<file path="config.mk">
export PLATFORM = sky130hd
export DESIGN_NAME = seq_mult_radix
export DESIGN_NICKNAME = d
export VERILOG_FILES = /design/src/rtl/mult_pkg.sv /design/src/rtl/mult_step.sv /design/src/rtl/seq_mult_radix.sv
export SDC_FILE = /design/constraint.sdc
export NUM_CORES = 1
export LEC_CHECK = 0
export CAP_MARGIN = 5
export CELL_PAD_IN_SITES_DETAIL_PLACEMENT = 1
export CELL_PAD_IN_SITES_GLOBAL_PLACEMENT = 2
export CORE_ASPECT_RATIO = 0.8
export CORE_MARGIN = 2
export CORE_UTILIZATION = 39
export DETAILED_ROUTE_END_ITERATION = 12
export GPL_TIMING_DRIVEN = 0
export HOLD_SLACK_MARGIN = 0.08
export PLACE_DENSITY = 0.87
export SLEW_MARGIN = 20
export SYNTH_ARGS = -nofsm -noshare
export SYNTH_HDL_FRONTEND = slang
export SYNTH_SLANG_ARGS = --single-unit
</file>
<file path="constraint.sdc">
create_clock -name clk -period 15.8 [get_ports clk]
set_input_delay 3.16 -clock clk [delete_from_list [all_inputs] [get_ports clk]]
set_output_delay 3.16 -clock clk [all_outputs]
set_load 0.01 [all_outputs]
</file>
<file path="src/rtl/mult_pkg.sv">
// Shared types and elaboration helpers for the seq_mult_radix multiplier family.
package mult_pkg;

    typedef enum logic [1:0] {
        IDLE = 2'b00,
        CALC = 2'b01,
        DONE = 2'b10
    } state_t;

    function automatic int clog2(input int value);
        int result;
        int remaining;
        result    = 0;
        remaining = value - 1;
        while (remaining > 0) begin
            result++;
            remaining = remaining >> 1;
        end
        return result;
    endfunction

    function automatic bit dividesEvenly(input int width, input int bitsPerCycle);
        return (bitsPerCycle > 0) && ((width % bitsPerCycle) == 0);
    endfunction

    // Legal shapes: even operand width of at least 4, digit of 1..8 bits that divides it.
    function automatic bit paramsOk(input int width, input int bitsPerCycle);
        return (width >= 4) && ((width % 2) == 0) && (bitsPerCycle <= 8)
               && dividesEvenly(width, bitsPerCycle);
    endfunction

endpackage

</file>
<file path="src/rtl/mult_step.sv">
// One radix step: adds the multiplicand times a BITS_PER_CYCLE-bit digit,
// aligned to the current shift, into the 2*WIDTH-bit accumulator.
module mult_step
    import mult_pkg::*;
#(
    parameter int WIDTH          = 32,
    parameter int BITS_PER_CYCLE = 1,
    parameter int SHIFT_W        = clog2(WIDTH)
) (
    input  logic [2*WIDTH-1:0]        i_acc,
    input  logic [WIDTH-1:0]          i_mcand,
    input  logic [BITS_PER_CYCLE-1:0] i_digit,
    input  logic [SHIFT_W-1:0]        i_shift,
    output logic [2*WIDTH-1:0]        o_sum
);

    logic [2*WIDTH-1:0] w_mcandExt;
    logic [2*WIDTH-1:0] w_digitExt;
    logic [2*WIDTH-1:0] w_partial;

    assign w_mcandExt = {{WIDTH{1'b0}}, i_mcand};
    assign w_digitExt = {{(2*WIDTH-BITS_PER_CYCLE){1'b0}}, i_digit};
    assign w_partial  = w_mcandExt * w_digitExt;
    assign o_sum      = i_acc + (w_partial << i_shift);

endmodule

</file>
<file path="src/rtl/seq_mult_radix.sv">
// Sequential radix-2^BITS_PER_CYCLE shift-add multiplier with signed/unsigned mode.
// Optional early termination and cycles_used output: define SEQ_MULT_EARLY_TERM_EN.
module seq_mult_radix
    import mult_pkg::*;
#(
    parameter int WIDTH          = 32,
    parameter int BITS_PER_CYCLE = 1
) (
    input  logic                 clk,
    input  logic                 reset,
    input  logic [WIDTH-1:0]     a,
    input  logic [WIDTH-1:0]     b,
    input  logic                 signed_mode,
    input  logic                 valid_data,
    input  logic                 ack,
    output logic [2*WIDTH-1:0]   producto,
    output logic                 Done_Flag,
    output logic                 busy
`ifdef SEQ_MULT_EARLY_TERM_EN
    ,
    output logic [clog2(WIDTH/BITS_PER_CYCLE+1)-1:0] cycles_used
`endif
);

    localparam int N       = WIDTH / BITS_PER_CYCLE;
    localparam int CNT_W   = clog2(N + 1);
    localparam int SHIFT_W = clog2(WIDTH);
    localparam logic [CNT_W-1:0] N_CNT = CNT_W'(N);

    if (!paramsOk(WIDTH, BITS_PER_CYCLE)) begin : g_badParams
        $error("seq_mult_radix: WIDTH must be even and >= 4, BITS_PER_CYCLE must divide it");
    end

    state_t r_state;
    state_t w_stateNext;

    logic [WIDTH-1:0]   r_mcand;
    logic [WIDTH-1:0]   r_mplier;
    logic [2*WIDTH-1:0] r_acc;
    logic [SHIFT_W-1:0] r_shift;
    logic [CNT_W-1:0]   r_count;
    logic               r_neg;
    logic [2*WIDTH-1:0] r_producto;
    logic               r_done;

    logic [WIDTH-1:0]   w_absA;
    logic [WIDTH-1:0]   w_absB;
    logic               w_negIn;
    logic [WIDTH-1:0]   w_mplierNext;
    logic [2*WIDTH-1:0] w_accNext;
    logic [2*WIDTH-1:0] w_result;
    logic               w_lastCycle;
    logic               w_accept;
    logic               w_finish;

    // Magnitudes are taken as unsigned, so the most negative value maps onto 2^(WIDTH-1).
    assign w_absA  = (signed_mode && a[WIDTH-1]) ? -a : a;
    assign w_absB  = (signed_mode && b[WIDTH-1]) ? -b : b;
    assign w_negIn = signed_mode && (a[WIDTH-1] ^ b[WIDTH-1]);

    assign w_mplierNext = r_mplier >> BITS_PER_CYCLE;

    mult_step #(
        .WIDTH          (WIDTH),
        .BITS_PER_CYCLE (BITS_PER_CYCLE),
        .SHIFT_W        (SHIFT_W)
    ) u_step (
        .i_acc   (r_acc),
        .i_mcand (r_mcand),
        .i_digit (r_mplier[BITS_PER_CYCLE-1:0]),
        .i_shift (r_shift),
        .o_sum   (w_accNext)
    );

    assign w_result = r_neg ? -w_accNext : w_accNext;

`ifdef SEQ_MULT_EARLY_TERM_EN
    assign w_lastCycle = (r_count == CNT_W'(1)) || (w_mplierNext == '0);
`else
    assign w_lastCycle = (r_count == CNT_W'(1));
`endif

    always_ff @(posedge clk or negedge reset) begin
        if (!reset) begin
            r_state <= IDLE;
        end else begin
            r_state <= w_stateNext;
        end
    end

    always_comb begin
        w_stateNext = r_state;
        w_accept    = 1'b0;
        w_finish    = 1'b0;
        case (r_state)
            IDLE: begin
                if (valid_data) begin
                    w_accept    = 1'b1;
                    w_stateNext = CALC;
                end
            end
            CALC: begin
                if (w_lastCycle) begin
                    w_finish    = 1'b1;
                    w_stateNext = DONE;
                end
            end
            // The ack edge only returns to IDLE, so a request needs one IDLE cycle.
            DONE: begin
                if (ack) begin
                    w_stateNext = IDLE;
                end
            end
            default: begin
                w_stateNext = IDLE;
            end
        endcase
    end

    always_ff @(posedge clk or negedge reset) begin
        if (!reset) begin
            r_mcand    <= '0;
            r_mplier   <= '0;
            r_acc      <= '0;
            r_shift    <= '0;
            r_count    <= '0;
            r_neg      <= 1'b0;
            r_producto <= '0;
            r_done     <= 1'b0;
        end else begin
            if (w_accept) begin
                r_mcand  <= w_absA;
                r_mplier <= w_absB;
                r_neg    <= w_negIn;
                r_acc    <= '0;
                r_shift  <= '0;
                r_count  <= N_CNT;
            end else if (r_state == CALC) begin
                r_acc    <= w_accNext;
                r_mplier <= w_mplierNext;
                r_shift  <= r_shift + SHIFT_W'(BITS_PER_CYCLE);
                r_count  <= r_count - CNT_W'(1);
            end

            if (w_finish) begin
                r_producto <= w_result;
                r_done     <= 1'b1;
            end else if ((r_state == DONE) && ack) begin
                r_done     <= 1'b0;
            end
        end
    end

`ifdef SEQ_MULT_EARLY_TERM_EN
    logic [CNT_W-1:0] r_cyclesUsed;

    always_ff @(posedge clk or negedge reset) begin
        if (!reset) begin
            r_cyclesUsed <= '0;
        end else if (w_finish) begin
            r_cyclesUsed <= N_CNT - r_count + CNT_W'(1);
        end
    end

    assign cycles_used = r_cyclesUsed;
`endif

    assign producto  = r_producto;
    assign Done_Flag = r_done;
    assign busy      = (r_state != IDLE);

endmodule

</file>
Word-level counts from Yosys, hierarchy flattened
Cells that the tools add are included.
{"block": "op_classes", "n_mul": 1, "reduce_logical": 9, "addsub": 6, "n_mux": 21, "shift": 1, "n_eq_ne": 6, "bitwise": 1}
{"operator": "two-way mux 64 bit", "count": 3}
{"operator": "two-way mux 32 bit", "count": 4}
{"operator": "adder 64 bit", "count": 1}
{"operator": "negator 32 bit", "count": 2}
{"operator": "negator 64 bit", "count": 1}
{"operator": "left shift 64 x 5 -> 64 bit", "count": 1}
{"operator": "multiplier 32 x 1 -> 33 bit", "count": 1}
{"operator": "two-way mux 6 bit", "count": 2}
{"operator": "two-way mux 5 bit", "count": 2}
{"operator": "equality test 6 x 1 -> 1 bit, second input constant", "count": 1}
{"operator": "two-way mux 1 bit", "count": 6}
{"operator": "two-way mux 2 bit", "count": 3}
{"operator": "!= test 2 bit, second input constant", "count": 3}
{"operator": "case mux 2 bit (3 select lines)", "count": 1}
{"operator": "nonzero test 2 bit", "count": 3}
{"operator": "subtractor 6 x 1 -> 6 bit, second input constant", "count": 1}
{"operator": "adder 5 x 1 -> 5 bit, second input constant", "count": 1}
{"operator": "logical AND 1 bit", "count": 4}
{"operator": "AND reduction 3 bit", "count": 1}
{"operator": "equality test 2 x 1 -> 1 bit, second input constant", "count": 1}
{"operator": "equality test 2 bit, second input constant", "count": 1}
{"operator": "zero test 2 bit", "count": 1}
{"operator": "bitwise XOR 1 bit", "count": 1}
{"block": "totals", "elab_cells": 54, "output_inout_bits": 66, "in_bits": 69, "register_bits": 207}

Longest topological paths before layout
Gate-level depths: netlist of run 1.
{"block": "depth", "word_depth": 5, "depth_mapped": 26, "ltp_nobuf": 23}

Cells and area by module
Synthesis of run 1 repeated with hierarchy kept, for this count alone.
{"block": "hier_totals", "cells_unflattened": 2111, "area_unflattened_um2": 16321.9}
{"mod": "seq_mult_radix", "area_each_um2": 10751.6, "cells_each": 1236, "seq_area_each_um2": 5180.0, "instances": 1}
{"mod": "mult_step", "area_each_um2": 5570.3, "cells_each": 875, "seq_area_each_um2": 0.0, "instances": 1}

Worst setup path before layout of run 1
OpenSTA, ideal clock, no wires.
{"block": "synth_timing", "path_kind": "register -> register", "startpoint": "register r_shift[0]", "endpoint": "register r_producto[56], in the netlist producto[56]", "path_stages_with_launch": 25, "required_ps": 15668, "period_less_slack_ps": 5970, "setup_time_ps": 132, "arrival_ps": 5838, "path_buffers": 4, "path_slack_ps": 9830, "cell_sequence": "dfrtp_1 > clkbuf_1 > buf_1 > mux2_2 > nand2_1 > o21ai_0 > nand3_1 > o21ai_0 > o21ai_0 > mux2i_1 > ha_1 > clkbuf_1 > nand2_1 > nor4_1 > nand2b_1 > a311oi_1 > nor3_1 > xor2_1 > nand4b_4 > or3b_4 > or4_4 > buf_2 > o31ai_1 > xor2_1 > o21ai_1"}
{"block": "synth_between", "elab_chain_len": 4}
{"item": "from (decl)", "line": "seq_mult_radix.sv:40", "source": "logic [SHIFT_W-1:0] r_shift;"}
{"item": "from (signal assigned)", "line": "seq_mult_radix.sv:141", "source": "r_shift <= r_shift + SHIFT_W'(BITS_PER_CYCLE);"}
{"item": "left shift 64 x 5 -> 64 bit *", "line": "mult_step.sv:24", "source": "assign o_sum = i_acc + (w_partial << i_shift);"}
{"item": "adder 64 bit *", "line": "mult_step.sv:24"}
{"item": "negator 64 bit", "line": "seq_mult_radix.sv:75", "source": "assign w_result = r_neg ? -w_accNext : w_accNext;"}
{"item": "two-way mux 64 bit *", "line": "seq_mult_radix.sv:75"}
{"item": "to (signal assigned)", "line": "seq_mult_radix.sv:146", "source": "r_producto <= w_result;"}
{"item": "to (decl)", "line": "seq_mult_radix.sv:43", "source": "logic [2*WIDTH-1:0] r_producto;"}
Every way passes the cells marked *; elsewhere a longest branch is shown, timed or not.
A chain may end at the register's enable or synchronous reset.

Final worst setup path of run 1
{"block": "layout_timing", "startpoint": "register r_shift[0]", "endpoint": "register r_producto[59], in the netlist producto[59]"}
Same word-level chain as after synthesis.

==> results of run 1 <==
==> cell families after synthesis <==
group	synth area share [%]
AND/OR/NAND/NOR	20.16
buffers and inverters	4.057
multiplexers	4.309
adder cells (fa/ha/maj)	5.236
flip-flops	30.70
AO/OA/AOI/OAI	26.82
XOR/XNOR	8.721
==> cells in the final DEF (no fill, tap or decap), types with 11 or more instances in the layout <==
cell type,n
sky130_fd_sc_hd__xnor2_1,91
sky130_fd_sc_hd__mux2i_1,40
sky130_fd_sc_hd__xor2_1,77
sky130_fd_sc_hd__a22oi_1,32
sky130_fd_sc_hd__a22o_1,17
sky130_fd_sc_hd__o211ai_1,19
sky130_fd_sc_hd__a21oi_1,127
sky130_fd_sc_hd__o21ai_0,278
sky130_fd_sc_hd__and3_1,12
sky130_fd_sc_hd__o21a_1,13
sky130_fd_sc_hd__ha_1,69
sky130_fd_sc_hd__o22ai_1,20
sky130_fd_sc_hd__and2_1,18
sky130_fd_sc_hd__or3_1,12
sky130_fd_sc_hd__nand3_1,80
sky130_fd_sc_hd__dfrtp_1,207
sky130_fd_sc_hd__clkbuf_1,116
sky130_fd_sc_hd__o21ai_1,40
sky130_fd_sc_hd__nand2_1,312
sky130_fd_sc_hd__buf_2,13
sky130_fd_sc_hd__mux2_2,11
sky130_fd_sc_hd__a31oi_1,13
sky130_fd_sc_hd__o31ai_1,29
sky130_fd_sc_hd__clkbuf_16,25
sky130_fd_sc_hd__nor3_1,25
sky130_fd_sc_hd__inv_1,38
sky130_fd_sc_hd__nand2b_1,18
sky130_fd_sc_hd__nor2_1,152
sky130_fd_sc_hd__a21o_1,31
sky130_fd_sc_hd__a211oi_1,11
sky130_fd_sc_hd__nand4_1,34
sky130_fd_sc_hd__clkdlybuf4s50_1,133
==> layer usage <==
metal	share of wire [%]	wire length, um
met5	0	0
met1	48	31830
met4	2.7	1816
met3	5.1	3405
met2	44	29130
==> worst max-delay path, stage by stage, from the launching register on <==
cell,delay [ns]
sky130_fd_sc_hd__dfrtp_1,0.39
sky130_fd_sc_hd__clkbuf_1,0.38
sky130_fd_sc_hd__buf_1,0.57
sky130_fd_sc_hd__clkbuf_1,0.47
sky130_fd_sc_hd__a211oi_1,0.14
sky130_fd_sc_hd__a21oi_1,0.24
sky130_fd_sc_hd__nand3_1,0.10
sky130_fd_sc_hd__o21ai_0,0.17
sky130_fd_sc_hd__mux2i_1,0.26
sky130_fd_sc_hd__o21ai_0,0.52
sky130_fd_sc_hd__ha_1,0.20
sky130_fd_sc_hd__buf_2,0.19
sky130_fd_sc_hd__nand2_1,0.13
sky130_fd_sc_hd__nor4_1,0.56
sky130_fd_sc_hd__nand2b_1,0.18
sky130_fd_sc_hd__a311oi_1,0.76
sky130_fd_sc_hd__nor3_1,0.13
sky130_fd_sc_hd__xor2_1,0.62
sky130_fd_sc_hd__nand4b_4,0.16
sky130_fd_sc_hd__or3b_4,0.46
sky130_fd_sc_hd__or4_4,0.64
sky130_fd_sc_hd__buf_6,0.20
sky130_fd_sc_hd__o41ai_2,0.31
sky130_fd_sc_hd__xnor2_1,0.21
sky130_fd_sc_hd__o21ai_1,0.08
==> layout make-up <==
type,instances,area share [%]
repair buffers,136,7.085
clock buffers,39,3.682
clock inverters,6,0.2973
flip-flops and latches,207,26.19
plain buffers,136,2.745
well taps,560,3.543
multi-input cells,1751,55.68
diodes,3,0.03796
inverters,39,0.7401
==> how the worst max path moves through the flow <==
stage                               to  cells past startpoint  slack (ns)  startpoint
after detailed placement  producto[54]                     23        7.76  r_shift[0]
after global routing      producto[59]                     24        7.19  r_shift[0]
final                     producto[59]                     24        7.53  r_shift[0]
after global placement    r_mplier[10]                      1        2.52       reset
after floorplan           producto[56]                     24        9.83  r_shift[0]
after CTS                 producto[59]                     22        7.72  r_shift[0]
==> Yosys cell counts (all sizes together), types with 5 or more instances <==
master	count	area share (%)
a211oi	12	0.56
nand2	313	7.0
xnor2	91	4.7
and3	12	0.44
nand2b	18	0.67
mux4	9	1.2
a21o	31	1.4
o22ai	20	0.74
o21bai	8	0.36
nor2b	11	0.45
nor4	11	0.44
xor2	77	4.0
a22oi	32	1.4
a21oi	127	3.8
buf	25	0.71
a22o	17	0.88
a221oi	5	0.33
o41ai	15	1.1
or3	12	0.44
o211ai	20	0.92
o21ai	318	9.4
a21boi	8	0.36
ha	69	5.1
nand3	80	2.4
mux2	11	0.73
inv	39	0.87
o21a	13	0.58
or2	11	0.41
or4	10	0.49
o211a	9	0.53
mux2i	40	2.4
and2	19	0.70
o2111ai	7	0.40
dfrtp	207	31
nor3	25	0.74
a31oi	13	0.48
nor2	152	3.4
nand4	34	1.3
clkbuf	111	2.5
o31ai	35	1.8
==> per-stage QoR <==
step                      cells  power, mW  util [%]  worst slack [ns]  area [um^2]
after floorplan            2133      2.934         -             9.830        16870
after global placement     2827      3.853     44.11             2.522        18910
after detailed placement   2829      3.949     44.27             7.761        18980
after CTS                  2874      4.550     46.10             7.717        19770
after global routing       2874      4.931     46.11             7.192        19770
final                      2877      4.578     46.13             7.533        19780
==> power by group <==
part | switching, mW | total [mW] | internal [mW] | leakage [nW]
clock | 0.245 | 0.576 | 0.331 | 0.389
sequential | 0.155 | 0.909 | 0.754 | 2.66
combinational | 2.02 | 3.09 | 1.07 | 5.08
total | 2.42 | 4.58 | 2.16 | 8.12
==> state kept, by name, indices dropped and copies added (netlist names), 2 cells and up <==
register / flops
r_mplier: 32
r_shift: 5
r_mcand: 32
r_count: 6
r_state: 2
producto: 64
r_acc: 64
==> results.md, run 1 <==
Yosys:
- Synthesis produced a netlist whose cell count is 2133.
- The cell area that synthesis handed to floorplanning was 16870 um^2.
- The async set or reset register ratio after synthesis is between 90% and 100%.
- Dividing the synthesized area by the synthesized cell count gives 7.910 um^2.
- The most common flop cell mapped by yosys is sky130_fd_sc_hd__dfrtp_1.
- The number of storage elements in the synthesis netlist is between 200 and 250.
- The post-synth net total is between 2000 and 2500.
- Sequential elements use 30.70% of the synthesized area.
- The count of flip-flops with a built-in enable after synthesis is 0.
- The netlist uses 96 different library cells.
- The number of synthesis warnings is 0.

Setup path:
- Data on the critical path arrives at its endpoint at 8.66 ns.
- The worst-case register-to-register setup slack is 7.53 ns.
- The capturing element type of the critical path is a register.
- The beginning of the worst register-to-register path is r_shift[0].
- Along the worst path, the maximum fanout reaches 10.
- The type of element launching the critical path is a register.
- The path depth of the worst reg2reg path is 24.
- STA puts the critical path data required time at between 15 and 20 ns.
- The end of the worst register-to-register path is producto[59].
- The worst setup path category is register to register.

Floorplanning:
- The x dimension of the die is 236.5 um.
- The floorplan step defined a die boundary enclosing between 40000 and 50000 um^2.
- The floorplan row count is 68.
- The initial core utilization is 39.34%.
- From bottom edge to top edge, the die measures 190.0 um.
- The core box area is about 43000 um^2.
- The top-level port count is 135.

Clock tree:
- The worst-skew pair later-pin latency is 0.58 ns.
- The total of cells resized after clock tree synthesis is 0.
- In this run the number of H-tree levels came out at 1.
- After clock tree synthesis, the clock-pin slew on the worst setup and hold paths is 0.06 ns.
- The number of clock sinks seen by CTS is 207.
- After clock tree synthesis, the setup repair step added 0 buffers.
- In this run, CTS created clock tree buffers numbering 25.
- The longest clock path from root to sink contains 3 buffers.
- TritonCTS built the clock tree.
- The hold-fix buffer count after cts is 0.
- The tree is rooted in a sky130_fd_sc_hd__clkbuf_16.

Drt:
- After detailed routing, the number of remaining DRC violations is 0.
- For this run, the detailed router's first-pass iteration total came to 5.
- The mean routed wirelength per cell is 23.00 um.
- Dividing the detail-routed via count by the number of cells gives between 5 and 6.
- Detailed routing inserted a total of 17110 vias.
- The total wire length after detailed routing is approximately 66 mm.
- The count of routing violations after the opening detailed-route iteration is 969.
- In this run the remaining antenna-violating nets after routing total 0.

STA:
- Between clock sinks in the finished design, the worst skew comes to 0.03728 ns.
- The number of pins exceeding their max-slew limit in the final report came to 0.
- Timing would allow up to 121.0 MHz.
- The fraction of the cycle the final worst path needs is between 50 and 60%.
- Setup repair after global routing left no endpoint under its margin.
- The hold slack is between 0.4 and 0.5 ns.
- The actual transition at the worst max-transition pin is 1.120 ns.
- After routing, the total negative slack on setup checks comes to 0 ns.
- The max-slew headroom at the worst pin is 24.16%.
- Setup violations remaining at the end of the flow were counted as 0.
- The number of hold violations in the final report was 0.
- The time the worst path needs with I/O delays and setup is approximately 8.3 ns.

Final layout:
- The number of fill cells in the layout is 5237.
- The proportion of layout cells with a drive suffix above 1 is 5.315%.
- The area of combinational cells with multiple inputs is 11010 um^2.
- The number of nets at the end of the flow is 2435.
- The area growth from synthesis to layout is 17.24%.
- The sequential cells in the finished layout cover a total of 5180 um^2.

Place:
- During placement, the flow inserted port buffers numbering 134.
- Once detailed placement completed, the half-perimeter wirelength came to 53.20 mm.
- At the end of routability-driven placement, the weighted congestion stood at 0.9539.

Pwr:
- The maximum vdd ir drop is 0.08987 mV.
- The analysis attributes to cell leakage a power of 8.123 nW.
- In this run the power density over the cells is 231.5 nW/um^2.

GRT:
- The first global-routing pass estimated 103.1 mm of wire.
- The layer flagged by global routing as most heavily used is met2.
- The total overflow left after global routing is 0.
- Entering global routing, the biggest net connects about 80 pins.
- Global routing used between 40% and 50% of the available met2 tracks.
- Global routing consumed, on the met3 layer, 3.743% of the routing resources.
- The number of global-route vias before repair is 17440.
- The total global-route track usage is between 20 and 30%.
- The number of antenna violations at the first check in global routing was 1.
- The routing usage on met1 is 41.80%.

Worst hold path:
- The class of the tightest hold or removal check is register to register.
- The number of cells on the worst hold path is 2.
- In this run the most critical hold path is launched from producto[38].
- The destination of the worst hold path is producto[38].

Status:
- The run finished with clean final reports.

Run:
- The tool flagged a number of max-cap violations equal to 0.
No activity file was read; power rests on OpenSTA's default activity.
==> inputs of run 2 (changes only) <==
CORE_UTILIZATION = 32   (was 39)
PLACE_DENSITY = 0.76   (was 0.87)
clock period = 7.4 ns   (was 15.8 ns; I/O delays follow)
==> run 2 against run 1 <==
Net effect:
- non-clock buffer count rose by 1
- sequential power grew 110%
- worst setup slack worse by 7.2 ns
- clock-buffer cell count shrank 2
- power is 120% higher
- core utilization decreased by 7.5 points
- die area up 21%
- largest power group unchanged
==> results.md, run 2 (same netlist as run 1, synthesis figures left out) <==
Place:
- The routability congestion estimate is 0.9241 (was 0.9539).
- The sum of net half-perimeters after detailed placement is 54.83 mm (was 53.20 mm).
- The placement-stage cell area is 19160 um^2 (was 18980 um^2).
- The setup slack at placement is -0.6703 ns (was 7.761 ns).
- The number of port buffers came to 134 (unchanged).

STA:
- The fraction of the cycle the final worst path needs came to 95.22% (was 52.32%).
- The worst setup margin came to 0.3539 ns (was 7.533 ns).
- RSZ-0062 raised after global routing: false (unchanged).
- The number of pins exceeding their max-slew limit in the final report is 0 (unchanged).
- The accumulated negative setup slack was 0 ns (unchanged).
- The worst clock skew on the final layout is 0.02777 ns (was 0.03728 ns).
- The fmax is 141.9 MHz (was 121.0 MHz).
- The actual transition at the worst max-transition pin is 1.152 ns (was 1.120 ns).
- The number of hold violations in the final report is 0 (unchanged).
- The final setup violation count is 0 (unchanged).
- The max-slew headroom at the worst pin was 23.20% (was 24.16%).
- The time the worst path needs with I/O delays and setup came to 7.046 ns (was 8.267 ns).

Pwr:
- The static leakage is 8.222 nW (was 8.123 nW).
- The total design power came to 10.03 mW (was 4.578 mW).
- The power density relative to cell area is 497.0 nW/um^2 (was 231.5 nW/um^2).
- The maximum vdd ir drop came to 0.1489 mV (was 0.08987 mV).

Floorplanning:
- The x dimension of the die was 260.7 um (was 236.5 um).
- The core box area was 52270 um^2 (was 42880 um^2).
- The initial core utilization came to 32.28% (was 39.34%).
- The top-level port count is 135 (unchanged).
- The overall die height came to 209.4 um (was 190.0 um).
- The die outline area is 54590 um^2 (was 44950 um^2).
- The floorplan row count is 75 (was 68).

Drt:
- The mean routed wirelength per cell is 22.62 um (was 23.00 um).
- The via-per-instance ratio is 5.645 (was 5.947).
- The routed via count was 17010 (was 17110).
- The total wire length after detailed routing came to 68.14 mm (was 66.18 mm).
- The count of routing violations after the opening detailed-route iteration is 1060 (was 969).
- The first-pass detailed-route iteration total was 5 (unchanged).
- The DRC violations left is 0 (unchanged).
- The count of nets left with antenna violations after detail routing is 0 (unchanged).

Final layout:
- The design area is 20190 um^2 (was 19780 um^2).
- The number of fill cells in the layout is 6250 (was 5237).
- The proportion of layout cells with a drive suffix above 1 is 6.730% (was 5.315%).
- The number of nets at the end of the flow was 2437 (was 2435).
- The most common cell after layout, fill and taps aside is sky130_fd_sc_hd__nand2_1 (unchanged).
- Most frequent cells in the layout: sky130_fd_sc_hd__nand2_1, sky130_fd_sc_hd__o21ai_0, sky130_fd_sc_hd__dfrtp_1 (unchanged).
- The area growth from synthesis to layout is 19.66% (was 17.24%).

Setup path:
- By instance count, the cell type seen most on the critical path is sky130_fd_sc_hd__nand2_1.
- The type of element launching the critical path is a register (unchanged).
- The maximum fanout along the worst path is 10 (unchanged).
- The worst setup path category is register to register (unchanged).
- The slowest cell on the critical path was sky130_fd_sc_hd__o41ai_1 (was sky130_fd_sc_hd__a311oi_1).
- The critical path data arrival time is 7.45 ns (was 8.66 ns).
- The path depth of the worst reg2reg path is 22 (was 24).
- Cell chain of the critical path: buf_2 > mux2_2 > nand2_1 > o21ai_0 > nand3_1 > o21ai_0 > mux2i_1 > o22ai_1 > ha_1 > buf_2 > nand2_1 > nor3_1 > nand2_1 > a2111oi_1 > a211oi_1 > o41ai_1 > xnor2_1 > nor2_1 > nand3_1 > o41ai_2 > xnor2_1 > o21ai_1 (was clkbuf_1 > buf_1 > clkbuf_1 > a211oi_1 > a21oi_1 > nand3_1 > o21ai_0 > mux2i_1 > o21ai_0 > ha_1 > buf_2 > nand2_1 > nor4_1 > nand2b_1 > a311oi_1 > nor3_1 > xor2_1 > nand4b_4 > or3b_4 > or4_4 > buf_6 > o41ai_2 > xnor2_1 > o21ai_1).
- The capturing element type of the critical path was a register (unchanged).
- The critical path required time came to 7.80 ns (was 16.19 ns).
- The biggest cell delay along the critical path is 0.71 ns (was 0.76 ns).

Clock tree:
- The CTS tree is yes (unchanged).
- The number of CTS-inserted buffers is 26 (was 25).
- The number of levels the H-tree was split into is 1 (unchanged).
- The number of clock sinks seen by CTS is 207 (unchanged).
- The hold-fix buffer count after cts is 0 (unchanged).
- The maximum buffer depth of the clock tree is 3 (unchanged).
- The cell at the root of the clock tree is sky130_fd_sc_hd__clkbuf_16 (unchanged).
- The clock-pin slew reported for the worst setup and hold paths after clock tree synthesis is 0.06 ns (about the same).
- The worst-skew pair later-pin latency is 0.58 ns (about the same).

GRT:
- The total global-route track usage came to 24.75% (was 29.19%).
- The number of global-route vias before repair came to 17380 (was 17440).
- The global-route congestion overflow total was 0 (unchanged).
- The wire length of the first global-routing pass was 104.5 mm (was 103.1 mm).
- The pin count of the biggest net entering global routing was 80 (was 82).
- The number of antenna violations at the first check in global routing was 0 (was 1).

Run:
- The reported max-cap violation count was 0 (unchanged).

Worst hold path:
- The class of the tightest hold or removal check is register to register (unchanged).
- The number of cells on the worst hold path is 2 (unchanged).

Status:
- Status: complete, no violations (unchanged).
run 2: cell types whose count changed in the layout (fill, tap and decap cells not counted), sizes merged:
cell / previous run / this run
diode: 3 / 2
clkinv: 4 / 5
bufinv: 1 / 2
buf: 28 / 30
clkbuf: 150 / 147
clkinvlp: 0 / 3
run 2: worst paths after layout:
path | start | slack (ns) | endpoint
min in group asynchronous | reset | 0.82 | producto[19]
max in group asynchronous | reset | 5.34 | r_mplier[9]
min reg2reg | producto[31] | 0.48 | producto[31]
min | producto[31] | 0.48 | producto[31]
max reg2reg | r_shift[0] | 0.35 | producto[63]
max | r_shift[0] | 0.35 | producto[63]
run 2: cell type report:
class                   count  area [um^2]  share of cell area [%]
flip-flops and latches    207         5180                   25.66
clock buffers              37        793.3                   3.929
repair buffers            138         1416                   7.016
well taps                 693        867.1                   4.295
multi-input cells        1751        11110                   55.02
clock inverters            11        123.9                  0.6136
plain buffers             135        549.3                   2.721
diodes                      2        5.005                 0.02479
inverters                  39        146.4                  0.7251
run 2: power breakdown:
group	internal [mW]	switching [mW]
logic	2.35	4.36
clock network	0.816	0.568
registers	1.61	0.327
run 2: timing repair:
| action | in CTS | in global routing |
|---|---|---|
| resized for setup | 7 | 22 |
| buffers inserted | 0 | 2 |
| setup endpoints to repair | 24 | 24 |
| hold endpoints to repair | 0 | 0 |
| pin swaps | 0 | 1 |
run 2: per-stage QoR:
stage               cells  utilization [%]  hold slack [ns]
global route         3011            38.61           0.5098
CTS                  3010            38.44           0.4837
floorplan            2133                -           0.4469
detailed placement   2962            36.65           0.4713
finish               3013            38.62           0.4775
global placement     2960            36.50           0.4603
run 2: worst max-delay path, delay by kind of cell, from the launching register on:
| family | cells | cell delay (ns) |
|---|---|---|
| AOI/OAI and AO/OA | 8 | 2.65 |
| xor gates and xnor gates | 2 | 0.52 |
| adders and majority gates | 1 | 0.34 |
| buffers and inverters | 2 | 0.56 |
| DFF | 1 | 0.55 |
| muxes | 2 | 0.83 |
| and+or+nand+nor | 7 | 1.41 |
run 2: per-layer routing:
layer | vias to the layer above | wire [um] | track usage (%)
li1 | 8074 | - | -
met1 | 8469 | 33300 | 35.96
met2 | 382 | 30020 | 38.75
met3 | 82 | 3183 | 3.249
met4 | 0 | 1644 | 5.990
met5 | - | 0 | 0
==> inputs of run 3 (changes only) <==
PLACE_DENSITY = 0.75   (was 0.76)
==> run 3 against run 2 <==
Net effect:
- power rose by 1.3%
- critical path type unchanged
- wire length grew 0.92%
- worst setup slack improved by 0.0089 ns
- global-route usage rose by 0.31 points
- first-iteration DRC count is 5.9% lower
- final area is 0.56% higher
- clock-buffer cell count rose by 5
- non-clock buffer count up 3
- worst hold slack got worse by 0.0013 ns
==> results.md, run 3 (same netlist as run 1, synthesis figures left out) <==
GRT:
- The wire length of the first global-routing pass is 106.2 mm (was 104.5 mm).
- The total global-route track usage was 25.06% (was 24.75%).
- The global-route congestion overflow total is 0 (unchanged).
- The pin count of the biggest net entering global routing is 82 (was 80).
- The number of global-route vias before repair is 17350 (was 17380).
- The number of antenna violations at the first check in global routing is 1 (was 0).

Clock tree:
- The maximum buffer depth of the clock tree is 3 (unchanged).
- The number of clock sinks seen by CTS came to 207 (unchanged).
- The CTS tree is yes (unchanged).
- The number of CTS-inserted buffers is 27 (was 26).
- The number of levels the H-tree was split into came to 1 (unchanged).
- The hold-fix buffer count after cts was 0 (unchanged).
- The worst-skew pair later-pin latency is 0.58 ns (about the same).
- The clock-pin slew reported for the worst setup and hold paths after clock tree synthesis came to 0.06 ns (about the same).
- The cell at the root of the clock tree is sky130_fd_sc_hd__clkbuf_16 (unchanged).

Floorplanning:
- The core box area is 52270 um^2 (unchanged).
- The x dimension of the die came to 260.7 um (unchanged).
- The overall die height came to 209.4 um (unchanged).
- The die outline area is 54590 um^2 (unchanged).
- The top-level port count is 135 (unchanged).
- The initial core utilization is 32.28% (unchanged).
- The floorplan row count is 75 (unchanged).

Setup path:
- The capturing element type of the critical path is a register (unchanged).
- The path depth of the worst reg2reg path is 21 (was 22).
- The slowest cell on the critical path is sky130_fd_sc_hd__or4_4 (was sky130_fd_sc_hd__o41ai_1).
- The biggest cell delay along the critical path is 0.64 ns (was 0.71 ns).
- The maximum fanout along the worst path is 10 (unchanged).
- The critical path data arrival time is 7.48 ns (was 7.45 ns).
- The dominant cell type by count on the critical path is sky130_fd_sc_hd__o21ai_0 (was sky130_fd_sc_hd__nand2_1).
- The type of element launching the critical path is a register (unchanged).
- The worst setup path category is register to register (unchanged).
- The end of the worst register-to-register path is producto[54] (was producto[63]).
- Cell chain of the critical path: clkbuf_2 > mux2i_1 > o21ai_0 > nand2_1 > o21ai_0 > mux2i_1 > o21ai_0 > ha_1 > a21oi_1 > o21ai_0 > a221oi_2 > nor2_1 > nor3_1 > xor2_2 > nand4b_4 > or3b_4 > or4_4 > buf_2 > o31ai_1 > xor2_1 > o21ai_1 (was buf_2 > mux2_2 > nand2_1 > o21ai_0 > nand3_1 > o21ai_0 > mux2i_1 > o22ai_1 > ha_1 > buf_2 > nand2_1 > nor3_1 > nand2_1 > a2111oi_1 > a211oi_1 > o41ai_1 > xnor2_1 > nor2_1 > nand3_1 > o41ai_2 > xnor2_1 > o21ai_1).
- The capturing element of the worst setup path is producto[54] (was producto[63]).
- The worst-case register-to-register setup slack is 0.36 ns (was 0.35 ns).
- The launching element of the worst setup path is r_shift[0] (unchanged).
- The critical path required time is 7.84 ns (was 7.80 ns).
- The beginning of the worst register-to-register path is r_shift[0] (unchanged).

STA:
- The final setup violation count is 0 (unchanged).
- The fraction of the cycle the final worst path needs came to 95.10% (was 95.22%).
- The actual transition at the worst max-transition pin is 1.122 ns (was 1.152 ns).
- RSZ-0062 raised after global routing: false (unchanged).
- The fmax was 142.1 MHz (was 141.9 MHz).
- The time the worst path needs with I/O delays and setup came to 7.037 ns (was 7.046 ns).
- The worst clock skew on the final layout is 0.01948 ns (was 0.02777 ns).
- The worst setup margin is 0.3627 ns (was 0.3539 ns).
- The number of hold violations in the final report is 0 (unchanged).
- The max-slew headroom at the worst pin is 25.19% (was 23.20%).
- The hold slack came to 0.4762 ns (was 0.4775 ns).
- The number of pins exceeding their max-slew limit in the final report is 0 (unchanged).

Place:
- The routability congestion estimate is 0.9365 (was 0.9241).
- The setup slack at placement came to -0.7857 ns (was -0.6703 ns).
- The number of port buffers came to 134 (unchanged).
- The sum of net half-perimeters after detailed placement is 55.46 mm (was 54.83 mm).
- The number of placed cells counting well taps is 2962 (unchanged).

Drt:
- The routed via count is 17010 (about the same).
- The via-per-instance ratio is 5.638 (was 5.645).
- The count of routing violations after the opening detailed-route iteration is 997 (was 1060).
- The first-pass detailed-route iteration total came to 5 (unchanged).
- The DRC violations left came to 0 (unchanged).
- The mean routed wirelength per cell was 22.80 um (was 22.62 um).
- The total wire length after detailed routing is 68.77 mm (was 68.14 mm).
- The count of nets left with antenna violations after detail routing came to 0 (unchanged).

Final layout:
- The number of nets at the end of the flow is 2441 (was 2437).
- The antenna diode instance count is 0 (was 2).
- The area growth from synthesis to layout is 20.33% (was 19.66%).
- The most common cell after layout, fill and taps aside is sky130_fd_sc_hd__nand2_1 (unchanged).
- The proportion of layout cells with a drive suffix above 1 is 7.017% (was 6.730%).
- The number of fill cells in the layout is 6270 (was 6250).
- The non-filler instance count after layout is 3016 (was 3013).
- Most frequent cells in the layout: sky130_fd_sc_hd__nand2_1, sky130_fd_sc_hd__o21ai_0, sky130_fd_sc_hd__dfrtp_1 (unchanged).

Pwr:
- The static leakage is 8.280 nW (was 8.222 nW).
- The switching power of the nets is 5.326 mW (was 5.256 mW).
- The fraction of power consumed by sequential logic came to 19.1% (was 19.3%).
- The maximum vdd ir drop is 0.2057 mV (was 0.1489 mV).
- The part of the total power dissipated in the clock network came to 13.7% (was 13.8%).
- The internal power contribution is 4.843 mW (was 4.777 mW).
- The proportion of total power due to net switching was 52.37% (was 52.39%).
- The power density relative to cell area is 500.9 nW/um^2 (was 497.0 nW/um^2).
- The total design power came to 10.17 mW (was 10.03 mW).
- The relative contribution of combinational cells to total power came to 67.2% (was 66.9%).

Status:
- Status: complete, no violations (unchanged).

Worst hold path:
- The class of the tightest hold or removal check is register to register (unchanged).
- The launch point of the worst hold path is producto[39] (was producto[31]).
- The number of cells on the worst hold path is 2 (unchanged).

Run:
- The reported max-cap violation count was 0 (unchanged).
[run 3: cell types whose count changed in the layout (fill, tap and decap cells not counted), sizes merged]
cell / previous run / this run
buf: 30 / 34
clkbuf: 147 / 151
clkinv: 5 / 1
clkinvlp: 3 / 1
diode: 2 / 0
inv: 40 / 42
bufinv: 2 / 3
[run 3: worst min path at each step]
stage,endpoint,slack (ns)
after floorplan,r_count[4],0.45
after global placement,producto[29],0.46
after detailed placement,producto[6],0.47
after CTS,r_count[4],0.48
after global routing,producto[7],0.51
final,producto[39],0.48
[run 3: layer usage]
metal	share of wire, %	global-route usage, %	wire (um)	vias to the layer above
met5	0	0	0	-
met4	3.4	8.138	2334	0
met3	4.0	2.717	2744	99
met2	42	37.31	29190	359
met1	50	37.55	34500	8477
li1	-	-	-	8070
[run 3: metrics by stage]
stage               area [um^2]  setup TNS (ns)  utilization, %
floorplan                 16870               0               -
global placement          19080         -930.35           36.50
detailed placement        19160          -15.74           36.65
CTS                       20140               0           38.53
global route              20300               0           38.84
finish                    20300               0           38.84
[run 3: cell type report]
| class | count | area [um^2] | share of cell area [%] |
|---|---|---|---|
| Inverter | 39 | 146.4 | 0.7211 |
| Multi-Input combinational cell | 1751 | 11190 | 55.10 |
| Buffer | 134 | 544.3 | 2.681 |
| Clock buffer | 42 | 802.0 | 3.951 |
| Clock inverter | 8 | 128.9 | 0.6348 |
| Tap cell | 693 | 867.1 | 4.271 |
| Timing Repair Buffer | 142 | 1446 | 7.125 |
| Sequential cell | 207 | 5180 | 25.52 |
[run 3: worst max-delay path, delay by kind of cell (launching register included)]
kind | cells | cell delay [ns]
AO/OA/AOI/OAI | 8 | 2.57
AND/OR/NAND/NOR | 6 | 1.73
buffers and inverters | 2 | 0.65
flip-flops | 1 | 0.58
XOR/XNOR | 2 | 0.52
adder cells (fa/ha/maj) | 1 | 0.43
multiplexers | 2 | 0.41
[run 3: power by group through the flow]
stage               clock network (mW)  registers, mW  logic (mW)
finish                            1.39           1.95        6.83
global route                      1.48           2.01        7.49
CTS                               1.44           1.94        6.64
detailed placement                   0           1.96        6.58
global placement                     0           1.93        6.43
floorplan                            0           1.91        4.35
[run 3: what timing repair did]
item                                    CTS  global route
pin swaps                                 0             4
gates resized for setup                  11            26
endpoints found under the setup margin   24            24
buffers inserted                          0             6
